<file path="src/rtl/sprite_update_queue_if.sv">
// Bundles the sprite write port, vblank/overflow control, renderer lookup and
// queue status of sprite_update_queue; slave is the queue, master is its environment.
interface sprite_update_queue_if #(
   parameter int DEPTH = 8
);
   localparam int CW = $clog2(DEPTH) + 1;

   logic [4:0]    sprite_sel;
   logic [9:0]    sprite_x;
   logic [8:0]    sprite_y;
   logic          sprite_pos;
   logic          sprite_attr;
   logic          sprite_vis;
   logic          vblank;
   logic          ovf_clr;
   logic [4:0]    rd_sel;
   logic [9:0]    rd_x;
   logic [8:0]    rd_y;
   logic [3:0]    rd_attr;
   logic          rd_vis;
   logic          q_full;
   logic          q_empty;
   logic [CW-1:0] q_count;
   logic          overflow;

   modport slave (
      input  sprite_sel, sprite_x, sprite_y, sprite_pos, sprite_attr, sprite_vis,
      input  vblank, ovf_clr, rd_sel,
      output rd_x, rd_y, rd_attr, rd_vis, q_full, q_empty, q_count, overflow
   );

   modport master (
      output sprite_sel, sprite_x, sprite_y, sprite_pos, sprite_attr, sprite_vis,
      output vblank, ovf_clr, rd_sel,
      input  rd_x, rd_y, rd_attr, rd_vis, q_full, q_empty, q_count, overflow
   );
endinterface

</file>
<file path="src/rtl/sprite_update_queue.sv">
// Queues sprite register writes and commits them to the 32-entry sprite table only
// during vblank. Define SPRITE_Q_BYPASS_EN to write straight through when idle in vblank.
module sprite_update_queue #(
   parameter int DEPTH = 8
) (
   input  logic                 clk,
   input  logic                 reset,
   sprite_update_queue_if.slave bus
);
   localparam int AW = $clog2(DEPTH);
   localparam int CW = AW + 1;
   localparam int EW = 27;

   // Entry layout: {vis, attr, pos, sel[4:0], x[9:0], y[8:0]}
   logic [EW-1:0] r_q [DEPTH];
   logic [AW-1:0] r_wr_ptr;
   logic [AW-1:0] r_rd_ptr;
   logic [CW-1:0] r_count;
   logic          r_full;
   logic          r_empty;
   logic          r_ovf;

   logic [9:0]    r_tx    [32];
   logic [8:0]    r_ty    [32];
   logic [3:0]    r_tattr [32];
   logic          r_tvis  [32];

   logic          w_strobe;
   logic          w_deq;
   logic          w_bypass;
   logic          w_enq;
   logic          w_drop;
   logic [EW-1:0] w_new_entry;
   logic [EW-1:0] w_commit;
   logic          w_commit_en;
   logic [CW-1:0] w_count_nxt;
   logic [2:0]    w_c_mask;
   logic [4:0]    w_c_sel;
   logic [9:0]    w_c_x;
   logic [8:0]    w_c_y;

   always_comb begin
      w_strobe    = bus.sprite_pos | bus.sprite_attr | bus.sprite_vis;
      w_new_entry = {bus.sprite_vis, bus.sprite_attr, bus.sprite_pos,
                     bus.sprite_sel, bus.sprite_x, bus.sprite_y};
      w_deq       = bus.vblank && !r_empty;
`ifdef SPRITE_Q_BYPASS_EN
      w_bypass    = bus.vblank && r_empty && w_strobe;
`else
      w_bypass    = 1'b0;
`endif
      // A full queue still accepts when the head leaves on the same edge.
      w_enq       = w_strobe && !w_bypass && (!r_full || w_deq);
      w_drop      = w_strobe && !w_bypass && !w_enq;
      w_commit_en = w_deq || w_bypass;
      w_commit    = w_bypass ? w_new_entry : r_q[r_rd_ptr];
      w_c_mask    = w_commit[26:24];
      w_c_sel     = w_commit[23:19];
      w_c_x       = w_commit[18:9];
      w_c_y       = w_commit[8:0];
      case ({w_enq, w_deq})
         2'b10:   w_count_nxt = r_count + CW'(1);
         2'b01:   w_count_nxt = r_count - CW'(1);
         default: w_count_nxt = r_count;
      endcase
   end

   always_ff @(posedge clk) begin
      if (w_enq) r_q[r_wr_ptr] <= w_new_entry;
   end

   always_ff @(posedge clk or posedge reset) begin
      if (reset) begin
         r_wr_ptr <= '0;
         r_rd_ptr <= '0;
         r_count  <= '0;
         r_full   <= 1'b0;
         r_empty  <= 1'b1;
         r_ovf    <= 1'b0;
      end else begin
         if (w_enq) r_wr_ptr <= r_wr_ptr + AW'(1);
         if (w_deq) r_rd_ptr <= r_rd_ptr + AW'(1);
         r_count <= w_count_nxt;
         r_full  <= (w_count_nxt == CW'(DEPTH));
         r_empty <= (w_count_nxt == '0);
         if (w_drop)           r_ovf <= 1'b1;
         else if (bus.ovf_clr) r_ovf <= 1'b0;
      end
   end

   // Only the fields named in the entry mask are written; the rest of the sprite is kept.
   always_ff @(posedge clk or posedge reset) begin
      if (reset) begin
         for (int i = 0; i < 32; i++) begin
            r_tx[i]    <= '0;
            r_ty[i]    <= '0;
            r_tattr[i] <= '0;
            r_tvis[i]  <= 1'b0;
         end
      end else if (w_commit_en) begin
         if (w_c_mask[0]) begin
            r_tx[w_c_sel] <= w_c_x;
            r_ty[w_c_sel] <= w_c_y;
         end
         if (w_c_mask[1]) r_tattr[w_c_sel] <= w_c_x[3:0];
         if (w_c_mask[2]) r_tvis[w_c_sel]  <= w_c_x[0];
      end
   end

   assign bus.rd_x     = r_tx[bus.rd_sel];
   assign bus.rd_y     = r_ty[bus.rd_sel];
   assign bus.rd_attr  = r_tattr[bus.rd_sel];
   assign bus.rd_vis   = r_tvis[bus.rd_sel];
   assign bus.q_full   = r_full;
   assign bus.q_empty  = r_empty;
   assign bus.q_count  = r_count;
   assign bus.overflow = r_ovf;
endmodule
</file>
<file path="src/flat_wrapper.sv">
// flat-port wrapper written by rule: the top's interface ports become plain ports
module sprite_update_queue_flat 
#(
   parameter int DEPTH = 8
)
  (clk, reset, bus_sprite_sel, bus_sprite_x, bus_sprite_y, bus_sprite_pos, bus_sprite_attr, bus_sprite_vis, bus_vblank, bus_ovf_clr, bus_rd_sel, bus_rd_x, bus_rd_y, bus_rd_attr, bus_rd_vis, bus_q_full, bus_q_empty, bus_q_count, bus_overflow);
  sprite_update_queue_if #(.DEPTH(DEPTH)) bus_i ();
  input  logic clk;
  input  logic reset;
  input wire logic [$bits(bus_i.sprite_sel)-1:0] bus_sprite_sel;
  input wire logic [$bits(bus_i.sprite_x)-1:0] bus_sprite_x;
  input wire logic [$bits(bus_i.sprite_y)-1:0] bus_sprite_y;
  input wire logic [$bits(bus_i.sprite_pos)-1:0] bus_sprite_pos;
  input wire logic [$bits(bus_i.sprite_attr)-1:0] bus_sprite_attr;
  input wire logic [$bits(bus_i.sprite_vis)-1:0] bus_sprite_vis;
  input wire logic [$bits(bus_i.vblank)-1:0] bus_vblank;
  input wire logic [$bits(bus_i.ovf_clr)-1:0] bus_ovf_clr;
  input wire logic [$bits(bus_i.rd_sel)-1:0] bus_rd_sel;
  output wire logic [$bits(bus_i.rd_x)-1:0] bus_rd_x;
  output wire logic [$bits(bus_i.rd_y)-1:0] bus_rd_y;
  output wire logic [$bits(bus_i.rd_attr)-1:0] bus_rd_attr;
  output wire logic [$bits(bus_i.rd_vis)-1:0] bus_rd_vis;
  output wire logic [$bits(bus_i.q_full)-1:0] bus_q_full;
  output wire logic [$bits(bus_i.q_empty)-1:0] bus_q_empty;
  output wire logic [$bits(bus_i.q_count)-1:0] bus_q_count;
  output wire logic [$bits(bus_i.overflow)-1:0] bus_overflow;
  assign bus_i.sprite_sel = bus_sprite_sel;
  assign bus_i.sprite_x = bus_sprite_x;
  assign bus_i.sprite_y = bus_sprite_y;
  assign bus_i.sprite_pos = bus_sprite_pos;
  assign bus_i.sprite_attr = bus_sprite_attr;
  assign bus_i.sprite_vis = bus_sprite_vis;
  assign bus_i.vblank = bus_vblank;
  assign bus_i.ovf_clr = bus_ovf_clr;
  assign bus_i.rd_sel = bus_rd_sel;
  assign bus_rd_x = bus_i.rd_x;
  assign bus_rd_y = bus_i.rd_y;
  assign bus_rd_attr = bus_i.rd_attr;
  assign bus_rd_vis = bus_i.rd_vis;
  assign bus_q_full = bus_i.q_full;
  assign bus_q_empty = bus_i.q_empty;
  assign bus_q_count = bus_i.q_count;
  assign bus_overflow = bus_i.overflow;
  sprite_update_queue #(.DEPTH(DEPTH)) u_core (.clk(clk), .reset(reset), .bus(bus_i));
endmodule
</file>
<file path="config.mk">
export PLATFORM = sky130hd
export DESIGN_NAME = sprite_update_queue_flat
export DESIGN_NICKNAME = d
export VERILOG_FILES = /design/src/rtl/sprite_update_queue_if.sv /design/src/rtl/sprite_update_queue.sv /design/src/flat_wrapper.sv
export SDC_FILE = /design/constraint.sdc
export NUM_CORES = 2
export LEC_CHECK = 0
export ABC_AREA = 1
export BUFFER_PORTS_ARGS = -buffer_cell sky130_fd_sc_hd__buf_2
export CAP_MARGIN = 20
export CORE_MARGIN = 4
export CORE_UTILIZATION = 60
export CTS_CLUSTER_SIZE = 24
export DETAILED_ROUTE_END_ITERATION = 6
export PLACE_DENSITY_LB_ADDON = 0.08
export SLEW_MARGIN = 20
export SYNTH_ARGS = -nofsm -noshare
export SYNTH_HDL_FRONTEND = slang
export SYNTH_SLANG_ARGS = --single-unit
</file>
<file path="constraint.sdc">
create_clock -name clk -period 31 [get_ports clk]
set_input_delay 4.65 -clock clk [delete_from_list [all_inputs] [get_ports clk]]
set_output_delay 4.65 -clock clk [all_outputs]
set_load 0.02 [all_outputs]
</file>
# Yosys cells after proc, flatten, opt, wreduce, memory -nomap -nowiden
# Memories as Yosys holds them, arrays and structs flattened.
# Index checks and enable logic that the tools add are counted.
# W data, S select, Z words.
[totals]
input_bits = 36
mem_bits_rw = 216
memories = 1
elab_cells = 191
output_inout_bits = 31
ff_bits = 781
[mem_list]
columns = ["memory", "words", "width", "rd", "rd_ports_with_merged_regs", "write_ports", "line_no", "rtl"]
rows = [
  ["u_core.r_q", 8, 27, 1, 0, 1, "sprite_update_queue.sv:15", "logic [EW-1:0] r_q [DEPTH];"],
]
[op_classes]
order_cmp = 3
n_eq_ne = 3
reduce_logical = 13
mux = 29
n_bitwise = 4
add_sub_neg = 4
[ops]
columns = ["op", "count"]
rows = [
  ["$bwmux W320", 1],
  ["$bwmux W288", 1],
  ["$bwmux W128", 1],
  ["$bmux W10 S5", 1],
  ["$demux W10 S5", 1],
  ["$bmux W9 S5", 1],
  ["$demux W9 S5", 1],
  ["$bwmux W32", 1],
  ["$mux W10", 3],
  ["$mux W9", 3],
  ["$bmux W4 S5", 1],
  ["$demux W4 S5", 1],
  ["$ge A6 B6 Y1 const B", 2],
  ["$mux W4", 3],
  ["$not A5 Y6", 2],
  ["$pmux W4 S2", 1],
  ["$mux W1", 7],
  ["$add A3 B1 Y3 const B", 2],
  ["$lt A6 B1 Y1 const B", 1],
  ["$reduce_and A2 Y1", 3],
  ["$bmux W1 S5", 1],
  ["$demux W1 S5", 1],
  ["$add A4 B1 Y4 const B", 1],
  ["$eq A4 B4 Y1 const B", 1],
  ["9 further kinds", 15],
]

# Longest topological paths before layout
[logic_depth]
ltp_word = 7
depth_mapped = 13
ltp_nobuf = 13

# Worst setup path before layout
# Ideal clock, no wire load.
[synth_timing]
kind = "input-to-output"
start = "input port bus_rd_sel[0]"
end = "output port bus_rd_x[4]"
cell_stages = 10
arrival_time_ps = 6121
path_buffers = 4
required_ps = 26350
path_slack_ps = 20229
cell_sequence = "buf_2 clkbuf_1 buf_2 clkbuf_1 nor2_1 o211ai_1 nand3_1 nand2_1 nand2_1 nand2_1"
[synth_via]
elab_chain_cells = 4
[synth_lines]
columns = ["element", "line_no", "rtl"]
rows = [
  ["start, declared", "flat_wrapper.sv:18", "input wire logic [$bits(bus_i.rd_sel)-1:0] bus_rd_sel;"],
  ["$not A5 Y6 (implied by the code)", "sprite_update_queue.sv:110", "assign bus.rd_x = r_tx[bus.rd_sel];"],
  ["$bmux W10 S5", "sprite_update_queue.sv:110", ""],
  ["$mux W10 (implied by the code) (2 in series)", "sprite_update_queue.sv:110", ""],
  ["end, declared", "flat_wrapper.sv:19", "output wire logic [$bits(bus_i.rd_x)-1:0] bus_rd_x;"],
]
# Every way passes these cells. The select of a mux whose other input is x is not followed.

# Worst setup path after layout
[layout_timing]
start = "input port bus_rd_sel[0]"
end = "output port bus_rd_y[2]"
[layout_via]
elab_chain_cells = 4
[layout_lines]
columns = ["element", "line_no", "rtl"]
rows = [
  ["$not A5 Y6 (implied by the code)", "sprite_update_queue.sv:111", "assign bus.rd_y = r_ty[bus.rd_sel];"],
  ["$bmux W9 S5", "sprite_update_queue.sv:111", ""],
  ["$mux W9 (implied by the code) (2 in series)", "sprite_update_queue.sv:111", ""],
  ["end, declared", "flat_wrapper.sv:20", "output wire logic [$bits(bus_i.rd_y)-1:0] bus_rd_y;"],
]
# Every way passes these cells. The select of a mux whose other input is x is not followed.

==> results.md <==
- CTS tree: yes
- Die boundary height: 295 um
- Dominant combinational cell family by area after synthesis: simple AND/OR/NAND/NOR gates
- Global-route wire length before repair: 243 mm
- Synthesized netlist net count: 6028
- Die ar.: 87300 um2
- Hold bufs inserted after CTS: 0
- Post-synthesis async set-or-reset flop share: 78.3%
- Number of hold violations in the final report: 0
- Total power divided by cell area: 117 nW/um2
- # resized after CTS: 0
- Highest clock rate: 74.3 MHz
- Initial core utilization: 60.5%
- Most frequently used cell type in the post-synthesis netlist: nand2_1
- Post-synthesis average cell area: 8.28 um2
- Most used DFF post-synth: dfrtp_1
- Placed cell areas: 49200 um2
- Gr usage total: 35.2%
- Antenna violations before repair: 1
- Iteration-0 DRC count of the detailed router: 5507
- Count of H-tree levels built during CTS: 3
- Gate count after technology mapping: 5987
- Clk slew on worst S/H paths: 0.06 ns
- Final period demand of the worst path: 13.46 ns
- Highest Signal Layer: met4
- Violated checks: design-rule violations
- Detailed-placement wirelength estimate: 80.4 mm
- Total met2 wirelength after detailed routing: 71.1 mm
- Buffer count from post-CTS setup fixing: 0
- Final routed wire length divided by cell count: 22.5 um
- Master cell of the clock root buffer: clkbuf_16
- Die X: 295 um
- Vias in the first global route: 41300
- Num ports: 67
- Critical Path Sink Type: output pin
- Nets: 5711
- Sequential fraction of the synthesis area: 52.5%
- Remaining routing DRC violations: 2
- VDD IR-drop max: 0.000109 V
- Number of enable flip-flop cells after synthesis: 216
- CP Data Arrival Time: 8.81 ns
- Placement Rows: 105
- Number of buffers inserted by port buffering: 66
- Layout cell share with drive strength beyond 1: 7.25%
- FF+latch count, synth: 997
- Status: finished, violations left
- Period utilization: 43.4%
- Post-Synth Adder-Cell Area: 0.126%
- Number of slew-limit violations in the final report: 0
- Worst Clk Skew: 0.0195 ns
- Required time of the worst setup path: 26.35 ns
- Biggest area consumer among synthesized cells: dfrtp_1
- Number of buffers on the longest clock path: 3
- Area fraction in and, or, nand and nor cells after synthesis: 34.5%
- Count of different cell masters after synthesis: 36
- Area share of xor/xnor cells in the synthesized design: 0.106%
- Unrepaired setup endpoints after global routing: false
- Insertion delay to the later sink of the worst-skew pair: 0.69 ns
- Sum of routed wire length over all layers: 154 mm
- Final GP Congestion: 0.846
- Final standard cell count with taps included and fillers excluded: 6832
- Final core utilization: 64.5%
- Critical path launch point type: input port
- Iteration count of the initial detailed-routing pass: 7
- Synthesized-area fraction occupied by ao, oa, aoi and oai cells: 6.58%
- Overall power after layout: 0.00621 W
- Metal1 wirelength: 62.4 mm
- Slew at the pin with the worst max-slew slack: 1.16 ns
- Worst Hold Class: register to register
- Syn. warnings: 0
- Clock Sink Count: 997
- Filler cell count: 7028
- Total via count in the routed design: 43400
- Pin count of the biggest net entering global routing: 180
- Reported leakage power: 25.3 nW
- Multiplexer fraction of the synthesized cell area: 0%
- Length of routed met3 wiring: 14.6 mm
- # placed instances: 6631
- Synthesized cell area: 49600 um2
- Summed area of non-filler cells in the final layout: 52900 um2
- Critical Path Fanout Max: 108
- Core ar.: 82000 um2
- Vias per cell: 6.36
- Setup tns final: 0 ns
- GRT overflow: 0
- Commonest cells in the netlist: nand2_1, dfrtp_1, nand4_1, nor2_1, buf_2
- Leading post-synthesis cells by cell area: dfrtp_1, nand2_1, edfxtp_1
- Type of the worst setup path: input port to output pin
- Final antenna-violating net count: 0
- Max_cap viols: 0
- Synth-to-Final Area Change: 6.70%
- Finish-stage setup viols: 0
- Relative slew margins: 22.7%
- CTS buffer count: 107
- Top cell type's share of synthesized area: 39.4%
- Diodes inserted: 0
==> path summary, 6_finish.rpt <==
check | startpoint | to | slack, ns | depth (start not counted)
worst max register to register | u_core.r_rd_ptr[0]$_DFFE_PP0P_ | u_core.r_tx[256]$_DFFE_PP0P_ | 24.95 | 13
worst max-delay path | bus_rd_sel[0] | bus_rd_y[2] | 17.54 | 13
worst min register to register | u_core.r_tx[217]$_DFFE_PP0P_ | u_core.r_tx[217]$_DFFE_PP0P_ | 0.47 | 2
worst min-delay path | u_core.r_tx[217]$_DFFE_PP0P_ | u_core.r_tx[217]$_DFFE_PP0P_ | 0.47 | 2
max in group asynchronous | reset | u_core.r_ty[83]$_DFFE_PP0P_ | 24.50 | 4
min in group asynchronous | reset | u_core.r_tattr[112]$_DFFE_PP0P_ | 4.21 | 2
==> power breakdown <==
part	switching, W	internal (W)	total (W)
Sequential	0.000274	0.00186	0.00213
Clock	0.000546	0.000785	0.00133
Combinational	0.00222	0.000526	0.00275
==> final cells by class <==
cell class	instances	area, um2	area share [%]
clock buffers	145	3060	5.79
clock inverters	56	621	1.17
inverters	52	218	0.412
multi-input cells	4356	20500	38.8
flip-flops and latches	997	26000	49.2
well taps	1070	1340	2.53
repair buffers	156	1110	2.09
==> worst max-delay path, stage by stage <==
cell     delay, ns
buf_8         0.46
buf_4         0.77
buf_4         0.77
buf_4         0.78
nand2_1       0.11
nand3_1       0.12
nand2_1       0.08
a21oi_1       0.12
o31ai_1       0.13
nand2_1       0.21
nand2_1       0.08
nand2_1       0.20
buf_2         0.21
==> routing by layer <==
| metal | up-vias | GRT usage (%) |
|---|---|---|
| li1 | 19800 | - |
| met1 | 21100 | 49.3 |
| met2 | 2225 | 55.9 |
| met3 | 338 | 6.33 |
| met4 | 0 | 12.6 |
| met5 | - | 0 |
==> through the flow <==
step | hold WS (ns) | setup WS, ns
3_3_place_gp | 0.448 | 17.63
2_1_floorplan | 0.437 | 4.42
3_5_place_dp | 0.453 | 17.60
4_1_cts | 0.467 | 17.60
6_report | 0.466 | 17.54
5_1_grt | 0.480 | 17.32
==> cells in the final DEF (no fill, tap or decap), drive strengths merged <==
cell      netlist  routed
nand2        2310    2310
dfrtp         780     780
nand4         769     769
nor2          395     395
nand3         293     293
o21ai         266     266
edfxtp        216     216
buf           399     155
a21oi         149     149
clkbuf        183     146
o31ai          72      72
inv            51      56
o22ai          38      38
clkinv          1      37
o221ai         24      24
o211ai         24      24
bufinv          0      11
xor2            6       6
ha              5       5
clkinvlp        0       4
or2             2       2
a22oi           1       1
or3             1       1
nand2b          1       1
dfstp           1       1
==> cell families (layout without fill, tap and decap cells) <==
family                   Yosys count  in the layout
AND/OR/NAND/NOR                 3771           3771
flip-flops                       997            997
buffers and inverters            634            409
AO/OA/AOI/OAI                    574            574
XOR/XNOR                           6              6
adder cells (fa/ha/maj)            5              5
==> registers in the layout, summed over array words and instances, names as in the netlist <==
name / flops
u_core.bus.q_full: 1
u_core.r_tvis: 32
u_core.bus.overflow: 1
u_core.r_tx: 320
u_core.r_ty: 288
u_core.r_tattr: 128
u_core.bus.q_empty: 1
u_core.r_q: 216
u_core.r_wr_ptr: 3
u_core.bus.q_count: 4
u_core.r_rd_ptr: 3
Power figures use the tool's default switching activity.
